[src/rtl/pipeline_hazard_ctrl_pkg.sv]
`default_nettype none
// ============================================================================
// Module   : kabeta_pipe_pkg
// Purpose  : Shared types and PcSel codes for the Beta pipeline hazard
//            sequencer (state encoding, PC-source selector values).
// Revision : 1.0  initial release
// ============================================================================
package kabeta_pipe_pkg;

  // Sequencer state: reset flush, normal run, one-cycle exception entry
  typedef enum logic [1:0] {
    ST_RST = 2'd0,
    ST_RUN = 2'd1,
    ST_EXC = 2'd2
  } state_t;

  // PC-source select codes
  localparam int PCSEL_NEXT = 0;  // PC+4
  localparam int PCSEL_BR   = 1;  // branch / JMP target
  localparam int PCSEL_ILL  = 2;  // illegal-op vector
  localparam int PCSEL_IRQ  = 3;  // interrupt vector
  localparam int PCSEL_RST  = 4;  // reset vector

  // Blanking counter width covers the 0..15 range of EXC_BLANK
  localparam int BLANK_W = 4;

endpackage : kabeta_pipe_pkg
`default_nettype wire

[src/rtl/pipeline_hazard_ctrl_if.sv]
`default_nettype none
// ============================================================================
// Module   : pipeline_hazard_ctrl_if
// Purpose  : Bundle of hazard inputs from the datapath and stage control
//            outputs back to the IF/RF/ALU instruction registers.
//            master = datapath side, slave = hazard sequencer.
// Revision : 1.0  initial release
// ============================================================================
interface pipeline_hazard_ctrl_if #(
  parameter int PCSEL_W = 3
);
  import kabeta_pipe_pkg::*;

  // Hazard / event inputs to the sequencer
  logic               IrqReq;
  logic               SupMode;
  logic               IllOp;
  logic               BranchTaken;
  logic               LdUseHazard;
  logic               MemBusy;

  // Stage controls from the sequencer
  logic               IF_Enable;
  logic               RF_Enable;
  logic               ALU_Enable;
  logic               IF_Flush;
  logic               RF_Flush;
  logic               ALU_Flush;
  logic               ExcAck;
  logic [PCSEL_W-1:0] PcSel;
  logic               IrqAck;

  modport master (
    output IrqReq, SupMode, IllOp, BranchTaken, LdUseHazard, MemBusy,
    input  IF_Enable, RF_Enable, ALU_Enable, IF_Flush, RF_Flush, ALU_Flush,
    input  ExcAck, PcSel, IrqAck
  );

  modport slave (
    input  IrqReq, SupMode, IllOp, BranchTaken, LdUseHazard, MemBusy,
    output IF_Enable, RF_Enable, ALU_Enable, IF_Flush, RF_Flush, ALU_Flush,
    output ExcAck, PcSel, IrqAck
  );

endinterface : pipeline_hazard_ctrl_if
`default_nettype wire

[src/rtl/pipeline_hazard_ctrl_irq_sync.sv]
`default_nettype none
// ============================================================================
// Module   : irq_sync
// Purpose  : Two-flop synchroniser for an asynchronous level interrupt
//            request. Both flops clear on synchronous active-low reset.
// Revision : 1.0  initial release
// ============================================================================
module irq_sync (
  input  wire logic Clock,
  input  wire logic Reset_n,
  input  wire logic d,
  output logic      q
);
  import kabeta_pipe_pkg::*;

  logic r_meta;
  logic r_sync;

  // Two-stage capture of the request into the Clock domain
  always_ff @(posedge Clock) begin
    if (!Reset_n) begin
      r_meta <= 1'b0;
      r_sync <= 1'b0;
    end else begin
      r_meta <= d;
      r_sync <= r_meta;
    end
  end

  assign q = r_sync;

endmodule : irq_sync
`default_nettype wire

[src/rtl/pipeline_hazard_ctrl.sv]
`default_nettype none
// ============================================================================
// Module   : pipeline_hazard_ctrl
// Purpose  : Central sequencer for the IF/RF/ALU instruction registers of
//            the Beta pipeline. Resolves memory stalls, load-use hazards,
//            taken branches, illegal ops and interrupts, and drives per-stage
//            Enable/Flush, ExcAck and the PC-source select.
// Config   : KABETA_IRQ_SYNC_EN - route IrqReq through a 2-flop
//            synchroniser (adds 2 cycles of interrupt latency).
// Revision : 1.0  initial release
// ============================================================================
module pipeline_hazard_ctrl #(
  parameter int EXC_BLANK = 2,
  parameter int PCSEL_W   = 3
) (
  input  wire logic             Clock,
  input  wire logic             Reset_n,
  pipeline_hazard_ctrl_if.slave bus
);
  import kabeta_pipe_pkg::*;

  localparam logic [BLANK_W-1:0] c_blank_init = BLANK_W'(EXC_BLANK);

  state_t             r_state;
  state_t             w_state_nxt;
  logic [BLANK_W-1:0] r_blank_cnt;
  logic [BLANK_W-1:0] w_blank_cnt_nxt;

  logic               w_irq;
  logic               w_irq_take;

  logic               w_if_en;
  logic               w_rf_en;
  logic               w_alu_en;
  logic               w_if_fl;
  logic               w_rf_fl;
  logic               w_alu_fl;
  logic               w_exc_ack;
  logic               w_irq_ack;
  logic [PCSEL_W-1:0] w_pcsel;

`ifdef KABETA_IRQ_SYNC_EN
  irq_sync u_irq_sync (
    .Clock   (Clock),
    .Reset_n (Reset_n),
    .d       (bus.IrqReq),
    .q       (w_irq)
  );
`else
  // Request is already synchronous to Clock
  assign w_irq = bus.IrqReq;
`endif

  // An interrupt is only eligible in user mode once the post-exception
  // blanking window has fully expired.
  assign w_irq_take = w_irq & ~bus.SupMode & (r_blank_cnt == '0);

  // State and blanking counter registers
  always_ff @(posedge Clock) begin
    if (!Reset_n) begin
      r_state     <= ST_RST;
      r_blank_cnt <= '0;
    end else begin
      r_state     <= w_state_nxt;
      r_blank_cnt <= w_blank_cnt_nxt;
    end
  end

  // Next-state, blanking counter and stage-control decode by priority
  always_comb begin
    w_state_nxt     = r_state;
    w_blank_cnt_nxt = r_blank_cnt;
    w_if_en         = 1'b1;
    w_rf_en         = 1'b1;
    w_alu_en        = 1'b1;
    w_if_fl         = 1'b0;
    w_rf_fl         = 1'b0;
    w_alu_fl        = 1'b0;
    w_exc_ack       = 1'b0;
    w_irq_ack       = 1'b0;
    w_pcsel         = PCSEL_W'(PCSEL_NEXT);

    unique case (r_state)
      ST_RST: begin
        // Flush every stage and fetch from the reset vector
        w_if_fl     = 1'b1;
        w_rf_fl     = 1'b1;
        w_alu_fl    = 1'b1;
        w_pcsel     = PCSEL_W'(PCSEL_RST);
        w_state_nxt = ST_RUN;
      end

      ST_RUN: begin
        if (bus.MemBusy) begin
          // Freeze the whole pipe; any exception waits for memory
          w_if_en  = 1'b0;
          w_rf_en  = 1'b0;
          w_alu_en = 1'b0;
        end else begin
          if (r_blank_cnt != '0) begin
            w_blank_cnt_nxt = r_blank_cnt - 1'b1;
          end

          if (bus.IllOp) begin
            // RF instr becomes BNE(R31,0,XP); younger IF instr is squashed
            w_if_fl     = 1'b1;
            w_rf_fl     = 1'b1;
            w_exc_ack   = 1'b1;
            w_pcsel     = PCSEL_W'(PCSEL_ILL);
            w_state_nxt = ST_EXC;
          end else if (w_irq_take) begin
            w_if_fl     = 1'b1;
            w_rf_fl     = 1'b1;
            w_exc_ack   = 1'b1;
            w_irq_ack   = 1'b1;
            w_pcsel     = PCSEL_W'(PCSEL_IRQ);
            w_state_nxt = ST_EXC;
          end else if (bus.BranchTaken) begin
            // Wrong-path fetch is discarded; a load-use on it is moot
            w_if_fl = 1'b1;
            w_pcsel = PCSEL_W'(PCSEL_BR);
          end else if (bus.LdUseHazard) begin
            // Hold IF/RF and push a bubble into ALU
            w_if_en  = 1'b0;
            w_rf_en  = 1'b0;
            w_alu_fl = 1'b1;
          end
        end
      end

      ST_EXC: begin
        // Discard the fetch made from the old stream, arm blanking
        w_if_fl         = 1'b1;
        w_blank_cnt_nxt = c_blank_init;
        w_state_nxt     = ST_RUN;
      end

      default: begin
        w_state_nxt = ST_RST;
      end
    endcase
  end

  assign bus.IF_Enable  = w_if_en;
  assign bus.RF_Enable  = w_rf_en;
  assign bus.ALU_Enable = w_alu_en;
  assign bus.IF_Flush   = w_if_fl;
  assign bus.RF_Flush   = w_rf_fl;
  assign bus.ALU_Flush  = w_alu_fl;
  assign bus.ExcAck     = w_exc_ack;
  assign bus.PcSel      = w_pcsel;
  assign bus.IrqAck     = w_irq_ack;

endmodule : pipeline_hazard_ctrl
`default_nettype wire

[src/flat_wrapper.sv]
// flat-port wrapper written by rule: the top's interface ports become plain ports
module pipeline_hazard_ctrl_flat import kabeta_pipe_pkg::*;
#(
  parameter int EXC_BLANK = 2,
  parameter int PCSEL_W   = 3
)
  (Clock, Reset_n, bus_IrqReq, bus_SupMode, bus_IllOp, bus_BranchTaken, bus_LdUseHazard, bus_MemBusy, bus_IF_Enable, bus_RF_Enable, bus_ALU_Enable, bus_IF_Flush, bus_RF_Flush, bus_ALU_Flush, bus_ExcAck, bus_PcSel, bus_IrqAck);
  pipeline_hazard_ctrl_if #(.PCSEL_W(PCSEL_W)) bus_i ();
  input  wire logic Clock;
  input  wire logic Reset_n;
  input wire logic [$bits(bus_i.IrqReq)-1:0] bus_IrqReq;
  input wire logic [$bits(bus_i.SupMode)-1:0] bus_SupMode;
  input wire logic [$bits(bus_i.IllOp)-1:0] bus_IllOp;
  input wire logic [$bits(bus_i.BranchTaken)-1:0] bus_BranchTaken;
  input wire logic [$bits(bus_i.LdUseHazard)-1:0] bus_LdUseHazard;
  input wire logic [$bits(bus_i.MemBusy)-1:0] bus_MemBusy;
  output wire logic [$bits(bus_i.IF_Enable)-1:0] bus_IF_Enable;
  output wire logic [$bits(bus_i.RF_Enable)-1:0] bus_RF_Enable;
  output wire logic [$bits(bus_i.ALU_Enable)-1:0] bus_ALU_Enable;
  output wire logic [$bits(bus_i.IF_Flush)-1:0] bus_IF_Flush;
  output wire logic [$bits(bus_i.RF_Flush)-1:0] bus_RF_Flush;
  output wire logic [$bits(bus_i.ALU_Flush)-1:0] bus_ALU_Flush;
  output wire logic [$bits(bus_i.ExcAck)-1:0] bus_ExcAck;
  output wire logic [$bits(bus_i.PcSel)-1:0] bus_PcSel;
  output wire logic [$bits(bus_i.IrqAck)-1:0] bus_IrqAck;
  assign bus_i.IrqReq = bus_IrqReq;
  assign bus_i.SupMode = bus_SupMode;
  assign bus_i.IllOp = bus_IllOp;
  assign bus_i.BranchTaken = bus_BranchTaken;
  assign bus_i.LdUseHazard = bus_LdUseHazard;
  assign bus_i.MemBusy = bus_MemBusy;
  assign bus_IF_Enable = bus_i.IF_Enable;
  assign bus_RF_Enable = bus_i.RF_Enable;
  assign bus_ALU_Enable = bus_i.ALU_Enable;
  assign bus_IF_Flush = bus_i.IF_Flush;
  assign bus_RF_Flush = bus_i.RF_Flush;
  assign bus_ALU_Flush = bus_i.ALU_Flush;
  assign bus_ExcAck = bus_i.ExcAck;
  assign bus_PcSel = bus_i.PcSel;
  assign bus_IrqAck = bus_i.IrqAck;
  pipeline_hazard_ctrl #(.EXC_BLANK(EXC_BLANK), .PCSEL_W(PCSEL_W)) u_core (.Clock(Clock), .Reset_n(Reset_n), .bus(bus_i));
endmodule
[config.mk]
export PLATFORM = sky130hd
export DESIGN_NAME = pipeline_hazard_ctrl_flat
export DESIGN_NICKNAME = d
export VERILOG_FILES = /design/src/rtl/pipeline_hazard_ctrl_pkg.sv /design/src/rtl/pipeline_hazard_ctrl_if.sv /design/src/rtl/pipeline_hazard_ctrl_irq_sync.sv /design/src/rtl/pipeline_hazard_ctrl.sv /design/src/flat_wrapper.sv
export SDC_FILE = /design/constraint.sdc
export NUM_CORES = 1
export LEC_CHECK = 0
export ABC_AREA = 1
export CAP_MARGIN = 20
export CORE_AREA = 4 4 41 43
export CTS_BUF_LIST = sky130_fd_sc_hd__clkbuf_4 sky130_fd_sc_hd__clkbuf_8
export DETAILED_ROUTE_END_ITERATION = 7
export DIE_AREA = 0 0 45 47
export HOLD_SLACK_MARGIN = 0.1
export PLACE_DENSITY = 0.75
export SLEW_MARGIN = 20
export SYNTH_ARGS = -nofsm -noshare
export SYNTH_HDL_FRONTEND = slang
export SYNTH_HIERARCHICAL = 1
export SYNTH_SLANG_ARGS = --single-unit
[constraint.sdc]
create_clock -name Clock -period 1.7 [get_ports Clock]
set_input_delay 0.34 -clock Clock [delete_from_list [all_inputs] [get_ports Clock]]
set_output_delay 0.34 -clock Clock [all_outputs]
set_load 0.005 [all_outputs]
# After elaboration in Yosys (flattened, before gate mapping)
# Index checks and enable logic that the tools add are counted.
dict set report totals {
  reg_bits 6
  out_inout_bits 11
  in_bits 8
  wordCells 57
}
dict set report op_classes {
  bitwise_logic 3
  n_reduce_logical 7
  eq_ne 5
  muxes 39
  addsub 1
}
# cell count
set ops {}
lappend ops {{1-bit two-way mux} 25}
lappend ops {{3-bit two-way mux} 3}
lappend ops {{4-bit two-way mux} 2}
lappend ops {{4-bit one-hot mux with 2 select lines} 1}
lappend ops {{2-bit two-way mux} 3}
lappend ops {{1-bit one-hot mux with 2 select lines} 3}
lappend ops {{3-bit one-hot mux with 2 select lines} 1}
lappend ops {{4-bit zero test} 1}
lappend ops {{2-bit one-hot mux with 2 select lines} 1}
lappend ops {{4-bit nonzero test} 1}
lappend ops {{4-bit by 1-bit subtractor with 4-bit output, second input constant} 1}
lappend ops {{3-bit by 2-bit != test with 1-bit output, second input constant} 1}
lappend ops {{3-bit AND reduction} 1}
lappend ops {{1-bit bitwise AND} 2}
lappend ops {{2-bit by 1-bit equality test with 1-bit output, second input constant} 1}
lappend ops {{2-bit equality test, second input constant} 1}
lappend ops {{2-bit zero test} 1}
lappend ops {{2-bit by 1-bit != test with 1-bit output, second input constant} 1}
lappend ops {{2-bit != test, second input constant} 1}
lappend ops {{2-bit AND reduction} 1}
lappend ops {{2-bit nonzero test} 1}
lappend ops {{2-bit OR reduction} 1}
lappend ops {{1-bit inverter} 1}

# Logic depth before layout (Yosys ltp)
# Gate-level depths: netlist (run 1).
dict set report depth {
  depth_word 7
  depth_mapped 7
  depth_no_buf 7
}

# Worst setup path before layout (run 1)
# Ideal clock, no wire load.
dict set report synth_path {
  path_kind {reg2out}
  startpoint {register u_core.r_blank_cnt[0]}
  endpoint {output port bus_RF_Enable}
  required_ps 1360
  arrival_time_ps 1079
  path_buffers 1
  path_stages_with_launch 8
  setup_slack_ps 281
  path_cell_list {dfxtp_1 > inv_1 > ha_1 > nand3_2 > nand4_1 > nand2_1 > nand2_1 > buf_4}
}
dict set report synth_via {
  elab_chain_cells 6
}
# element line
set synth_lines {}
lappend synth_lines {{start, declared} pipeline_hazard_ctrl.sv:26} ;# logic [BLANK_W-1:0] r_blank_cnt;
lappend synth_lines {{start signal, assigned} pipeline_hazard_ctrl.sv:65} ;# r_blank_cnt <= w_blank_cnt_nxt;
lappend synth_lines {{4-bit zero test} pipeline_hazard_ctrl.sv:56} ;# assign w_irq_take = w_irq & ~bus.SupMode & (r_blank_cnt == '0);
lappend synth_lines {{1-bit bitwise AND} pipeline_hazard_ctrl.sv:56}
lappend synth_lines {{1-bit two-way mux (4 in series)} n/a}
lappend synth_lines {{end, declared} flat_wrapper.sv:18} ;# output wire logic [$bits(bus_i.RF_Enable)-1:0] bus_RF_Enable;
# Every way passes these cells.

# Worst setup path after layout (run 1)
dict set report layout_path {
  startpoint {register u_core.r_blank_cnt[1]}
  endpoint {output port bus_PcSel[1]}
}
dict set report layout_via {
  elab_chain_cells 6
}
# element line
set layout_lines {}
lappend layout_lines {{4-bit zero test} pipeline_hazard_ctrl.sv:56}
lappend layout_lines {{1-bit bitwise AND} pipeline_hazard_ctrl.sv:56}
lappend layout_lines {{3-bit two-way mux} pipeline_hazard_ctrl.sv:111} ;# end else if (w_irq_take) begin
lappend layout_lines {{3-bit two-way mux} pipeline_hazard_ctrl.sv:104} ;# if (bus.IllOp) begin
lappend layout_lines {{3-bit two-way mux} pipeline_hazard_ctrl.sv:94} ;# if (bus.MemBusy) begin
lappend layout_lines {{3-bit one-hot mux with 2 select lines} pipeline_hazard_ctrl.sv:83} ;# unique case (r_state)
lappend layout_lines {{end, declared} flat_wrapper.sv:24} ;# output wire logic [$bits(bus_i.PcSel)-1:0] bus_PcSel;
# Every way passes these cells.

==> results_dict.tcl, run 1 <==
set metrics [dict create \
    nFillCells 132 \
    synth-seq-cells 6 \
    h-tree-depth 1 \
    ir_drop_mv 0.432 \
    worstSetupStartpointType "flip-flop" \
    timing.rr.end "u_core/r_blank_cnt[1]$_SDFFE_PN0P_" \
    ff2ff_setup_slack_ps 500 \
    regArea_um2 123 \
    wl_um 1140 \
    coreArea_mm2 0.00130 \
    post-route-drc-count 0 \
    grt.overflow.total 0 \
    vias_per_cell 4.54 \
    routed-wl-met2_um 580 \
    multi_input_area_um2 303 \
    hold_end "u_core/r_blank_cnt[0]$_SDFFE_PN0P_" \
    yosys-top-cells-area "dfxtp_1 (27%), nand2_1 (13%), inv_1 (11%), nand3_1 (6.9%), nor2_1 (6.0%)" \
    root_buffer "clkbuf_4" \
    reg2regPathDepth 8 \
    clock_sinks 6 \
    insertion_delay_ps 240 \
    cts-hold-fix-buffers 0 \
    final.setup_skew_ps 0.571 \
    synth_cell_type_count 22 \
    cts_tree "yes" \
    diodes 0 \
    max_freq_mhz 617 \
    syn_area_um2 438 \
    numPortBuffers 18 \
    crit_required_ps 1360 \
    end_kind "output port" \
    gp_congestion 0.798 \
    vias 531 \
    initial_core_util_pct 33.7 \
    rows 13 \
    synth_area_per_cell_um2 6.54 \
    finalSetupViolations 0 \
    pwr_density_cell_mw_per_mm2 600 \
    grt_usage_pct 13.1 \
    fin_ws_ps 79.5 \
    finalSetupTns_ps 0 \
    r2r_start "u_core/r_blank_cnt[1]$_SDFFE_PN0P_" \
    clk_pin_slew_ps 40 \
    cts_buffers 3 \
    fin_nets 113 \
    leakagePower_nw 0.409 \
    synth_edf_count 0 \
    dr_wl_met3_um 88 \
    antenna_found_initial 0 \
    wl_met1_um 437 \
    netlist_instances 67 \
    postRouteAntennaNets 0 \
    synth_most_common_cell "nand2_1" \
    grt_max_degree 6 \
    synth_warnings 6 \
    synthTopCellsByCount "nand2_1 (15), inv_1 (13), nor2_1 (7)" \
    run_status "finished clean" \
    dp_hpwl_um 910 \
    period_share_pct 95.3 \
    dieHeight_um 47 \
    synth_top_cell_area_share_pct 27.4 \
    slew_violations 0 \
    clk_path_buf_depth 2 \
    grt_pass1_vias 506 \
    first_pass_iters 4 \
    dieWidth_um 45 \
    top_level_ports 19 \
    yosys.area.top_type "dfxtp_1" \
    drt_iter0_drc 9 \
    drv_cap 0 \
    area_growth_syn_to_layout_pct 77.7 \
    ys_seq_area_share_pct 27.4 \
    drive_above_1_share_pct 47.1 \
    topRoutingLayerUsed "met4" \
    synth-main-ff-cell "dfxtp_1" \
    cp-startpoint "u_core/r_blank_cnt[1]$_SDFFE_PN0P_" \
    critPathArrivalTime_ps 1280 \
    whs_path_depth 3 \
    async_reset_ff_share_pct 0 \
    period_needed_ps 1620 \
    die-area_mm2 0.00212 \
    grt_pass1_wl_um 1960 \
    wl_per_cell_um 9.78 \
    pre_cts_slack_ps -590 \
    path_max_fanout 4 \
    final_hold_viol_count 0 \
    hp-start "u_core/r_blank_cnt[0]$_SDFFE_PN0P_" \
    relSlewSlack_pct 83.2 \
    synth_nets 76 \
    path_class "reg2out" \
    hold_path_class "reg2reg" \
    tightestPinTransition_ps 250 \
]
==> metrics by stage <==
stage	power (mW)	cell area, um2	utilization [%]	std cells	hold WS [ps]
2_1_floorplan	0.240	438	-	67	438
3_3_place_gp	0.337	734	56.4	113	581
3_5_place_dp	0.339	734	56.4	113	589
4_1_cts	0.474	779	59.9	117	597
5_1_grt	0.500	778	59.8	117	631
6_report	0.467	778	59.8	117	605
==> critical path, cell delays in order (launching register included) <==
cell and delay (ps):
dfxtp_2 310, inv_2 60, ha_4 140, nand3_4 80
nand2_2 110, nand3_4 90, inv_2 50, clkdlybuf4s15_2 190
==> cells in the final DEF (no fill, tap or decap), drive strengths merged, types with 3 or more instances in the layout <==
| cell type | n |
|---|---|
| dfxtp | 6 |
| clkdlybuf4s50 | 3 |
| nor2 | 9 |
| a21oi | 3 |
| clkbuf | 5 |
| dlygate4sd2 | 5 |
| inv | 14 |
| buf | 20 |
| nand3 | 7 |
| nand2 | 18 |
==> area by class of cell <==
cell class	instances	share of cell area [%]
clock buffer	3	2.89
tap	15	2.41
multi-input combinational	46	38.9
timing repair buffer	33	33.3
inverter	14	6.75
sequential	6	15.8
==> power by group <==
group | switching (mW) | internal, mW
Sequential | 0.00648 | 0.151
Combinational | 0.0896 | 0.0913
Clock | 0.0491 | 0.0797
Total | 0.145 | 0.322
==> logic make-up after synthesis <==
group	after synthesis	share of synthesized area, %
buffers and inverters	15	13.7
and+or+nand+nor	38	44.9
DFF	6	27.4
adders and majority gates	1	2.86
AOI/OAI and AO/OA	6	9.14
xor gates and xnor gates	1	2.00
==> timing repair <==
action                                  in CTS  in global routing
buffers inserted                             1                  0
endpoints found under the setup margin      10                  7
pin swaps                                    6                  2
resized for setup                           46                  9
endpoints found under the hold margin        0                  0
cloned                                       0                  0
==> registers in the layout, indices dropped and copies added, names as in the netlist <==
register            count
u_core/r_blank_cnt      4
u_core/r_state          2
==> how the worst max path moves through the flow <==
stage | end | slack [ps] | depth (start not counted)
after floorplan | bus_RF_Enable | 280 | 7
after global placement | bus_RF_Flush | -510 | 8
after detailed placement | bus_RF_Flush | -590 | 8
after CTS | bus_RF_Enable | -40 | 7
after global routing | bus_PcSel[1] | -2 | 6
final | bus_PcSel[1] | 80 | 7
==> routing by layer <==
metal,GRT usage [%],up-vias
met5,0,-
met4,12.3,0
met3,1.15,4
met2,21.8,15
met1,14.7,231
li1,-,281
Note: power is estimated with default switching activity, not from simulation.
==> run 2: changes to the inputs <==
--- a/config.mk
+++ b/config.mk
@@ -6,13 +6,14 @@
 export NUM_CORES = 1
 export LEC_CHECK = 0
 export ABC_AREA = 1
+export ABC_CLOCK_PERIOD_IN_PS = 1700
 export CAP_MARGIN = 20
-export CORE_AREA = 4 4 41 43
+export CORE_MARGIN = 4
+export CORE_UTILIZATION = 25
 export CTS_BUF_LIST = sky130_fd_sc_hd__clkbuf_4 sky130_fd_sc_hd__clkbuf_8
 export DETAILED_ROUTE_END_ITERATION = 7
-export DIE_AREA = 0 0 45 47
 export HOLD_SLACK_MARGIN = 0.1
-export PLACE_DENSITY = 0.75
+export PLACE_DENSITY = 0.62
 export SLEW_MARGIN = 20
 export SYNTH_ARGS = -nofsm -noshare
 export SYNTH_HDL_FRONTEND = slang
==> results_dict.tcl, run 2 (synthesized netlist as in run 1, its figures left out) <==
set metrics [dict create \
    grt_pass1_wl_um 2180 \
    cpPeakStageDelay_ps 470 \
    first_pass_iters 3 \
    worstSetupStartpointType "primary input" \
    final_common_cell "buf_4" \
    path_max_fanout 3 \
    numPortBuffers 18 \
    path_class "in2out" \
    postLayoutCoreUtil_pct 49.7 \
    cts_tree "yes" \
    clock_sinks 6 \
    drv_cap 0 \
    crit_path_cell_trace "clkdlybuf4s50_1 -> inv_2 -> nand2_4 -> buf_6 -> nor2_2 -> o21ai_1 -> buf_2" \
    ir_drop_mv 0.288 \
    leakagePower_nw 0.421 \
    regArea_um2 123 \
    grt_usage_pct 11.1 \
    period_needed_ps 1620 \
    dp.cells 113 \
    tightestPinTransition_ps 270 \
    dp_hpwl_um 962 \
    post-route-drc-count 0 \
    wl_um 1200 \
    fin_nets 115 \
    area_growth_syn_to_layout_pct 78.9 \
    cts_buffers 3 \
    final.setup_skew_ps 5.33 \
    rows 14 \
    diodes 0 \
    cts-hold-fix-buffers 0 \
    cp_slowest_cell "clkdlybuf4s50_1" \
    h-tree-depth 1 \
    dieHeight_um 49.9 \
    top_register "u_core/r_blank_cnt" \
    grt.overflow.total 0 \
    multi_input_area_um2 298 \
    final_cells 120 \
    layout_common_cells "buf_4 (15), nand2_1 (14), inv_1 (8), buf_2 (7), inv_2 (6)" \
    grt_pass1_vias 528 \
    drive_above_1_share_pct 49.0 \
    clk_pin_slew_ps 50 \
    crit_required_ps 1360 \
    finalSetupTns_ps 0 \
    gp_congestion 0.768 \
    max_freq_mhz 617 \
    vias_per_cell 4.36 \
    period_share_pct 95.3 \
    postRouteAntennaNets 0 \
    nFillCells 165 \
    root_buffer "clkbuf_4" \
    whs_ps 609 \
    clk_path_buf_depth 2 \
    drt_iter0_drc 9 \
    dieWidth_um 49.9 \
    fin_ws_ps 79.5 \
    initial_core_util_pct 27.8 \
    relSlewSlack_pct 81.8 \
    finalSetupViolations 0 \
    final_hold_viol_count 0 \
    end_kind "output port" \
    wl_per_cell_um 10.0 \
    slew_violations 0 \
    rsz0062_at_grt "yes" \
    vias 523 \
    coreArea_mm2 0.00158 \
    reg_top3 "u_core/r_blank_cnt x4, u_core/r_state x2" \
    critPathArrivalTime_ps 1280 \
    antenna_found_initial 0 \
    grt_max_degree 6 \
    die-area_mm2 0.00249 \
    top_level_ports 19 \
    pwr_density_cell_mw_per_mm2 604 \
    insertion_delay_ps 240 \
    largest_reg_flops 4 \
    hold_path_class "reg2reg" \
    pre_cts_slack_ps -520 \
    run_status "finished clean" \
]
run 2: cell types whose count changed in the layout (fill, tap and decap cells not counted), sizes merged:
| cell | change |
|---|---|
| buf | +4 |
| clkdlybuf4s15 | -2 |
| clkdlybuf4s50 | +1 |
| dlygate4sd2 | -1 |
run 2: area by class of cell:
| type | instances | share of cell area (%) |
|---|---|---|
| well taps | 16 | 2.56 |
| repair buffers | 35 | 34.2 |
| inverters | 14 | 6.71 |
| flip-flops and latches | 6 | 15.7 |
| clock buffers | 3 | 2.88 |
| multi-input cells | 46 | 38.0 |
run 2: metrics by stage:
stage | cell area [um2] | power [mW]
after floorplan | 438 | 0.240
after CTS | 778 | 0.475
after global routing | 783 | 0.516
after detailed placement | 728 | 0.336
after global placement | 728 | 0.334
final | 783 | 0.473
run 2: routing by layer:
metal	GRT usage [%]	share of wire (%)
met1	12.7	45
met4	5.53	0
met2	18.9	51
met3	3.01	3.9
met5	0	0
run 2: path summary, 6_finish.rpt:
| check | cells past startpoint | slack, ps | startpoint | end |
|---|---|---|---|---|
| max reg2reg | 8 | 380 | u_core/r_blank_cnt[1]$_SDFFE_PN0P_ | u_core/r_blank_cnt[0]$_SDFFE_PN0P_ |
| min | 3 | 610 | u_core/r_blank_cnt[0]$_SDFFE_PN0P_ | u_core/r_blank_cnt[0]$_SDFFE_PN0P_ |
| min reg2reg | 3 | 610 | u_core/r_blank_cnt[0]$_SDFFE_PN0P_ | u_core/r_blank_cnt[0]$_SDFFE_PN0P_ |
| max | 7 | 80 | bus_IllOp | bus_IF_Flush |
run 2: report_power, final:
part	total [mW]	leakage (nW)	switching (mW)	internal, mW
Sequential	0.157	0.0499	0.00605	0.151
Combinational	0.191	0.357	0.0915	0.0999
Clock	0.125	0.0138	0.0453	0.0794
run 2: timing repair:
item,CTS,global route
buffers inserted,3,1
resized for setup,43,14
pin swaps,5,6
endpoints found under the setup margin,10,9
run 2: worst max-delay path: cells and delay by family:
kind,cells,cell delay (ps)
buf+inv,4,740
compound gates,1,100
simple gates,2,90
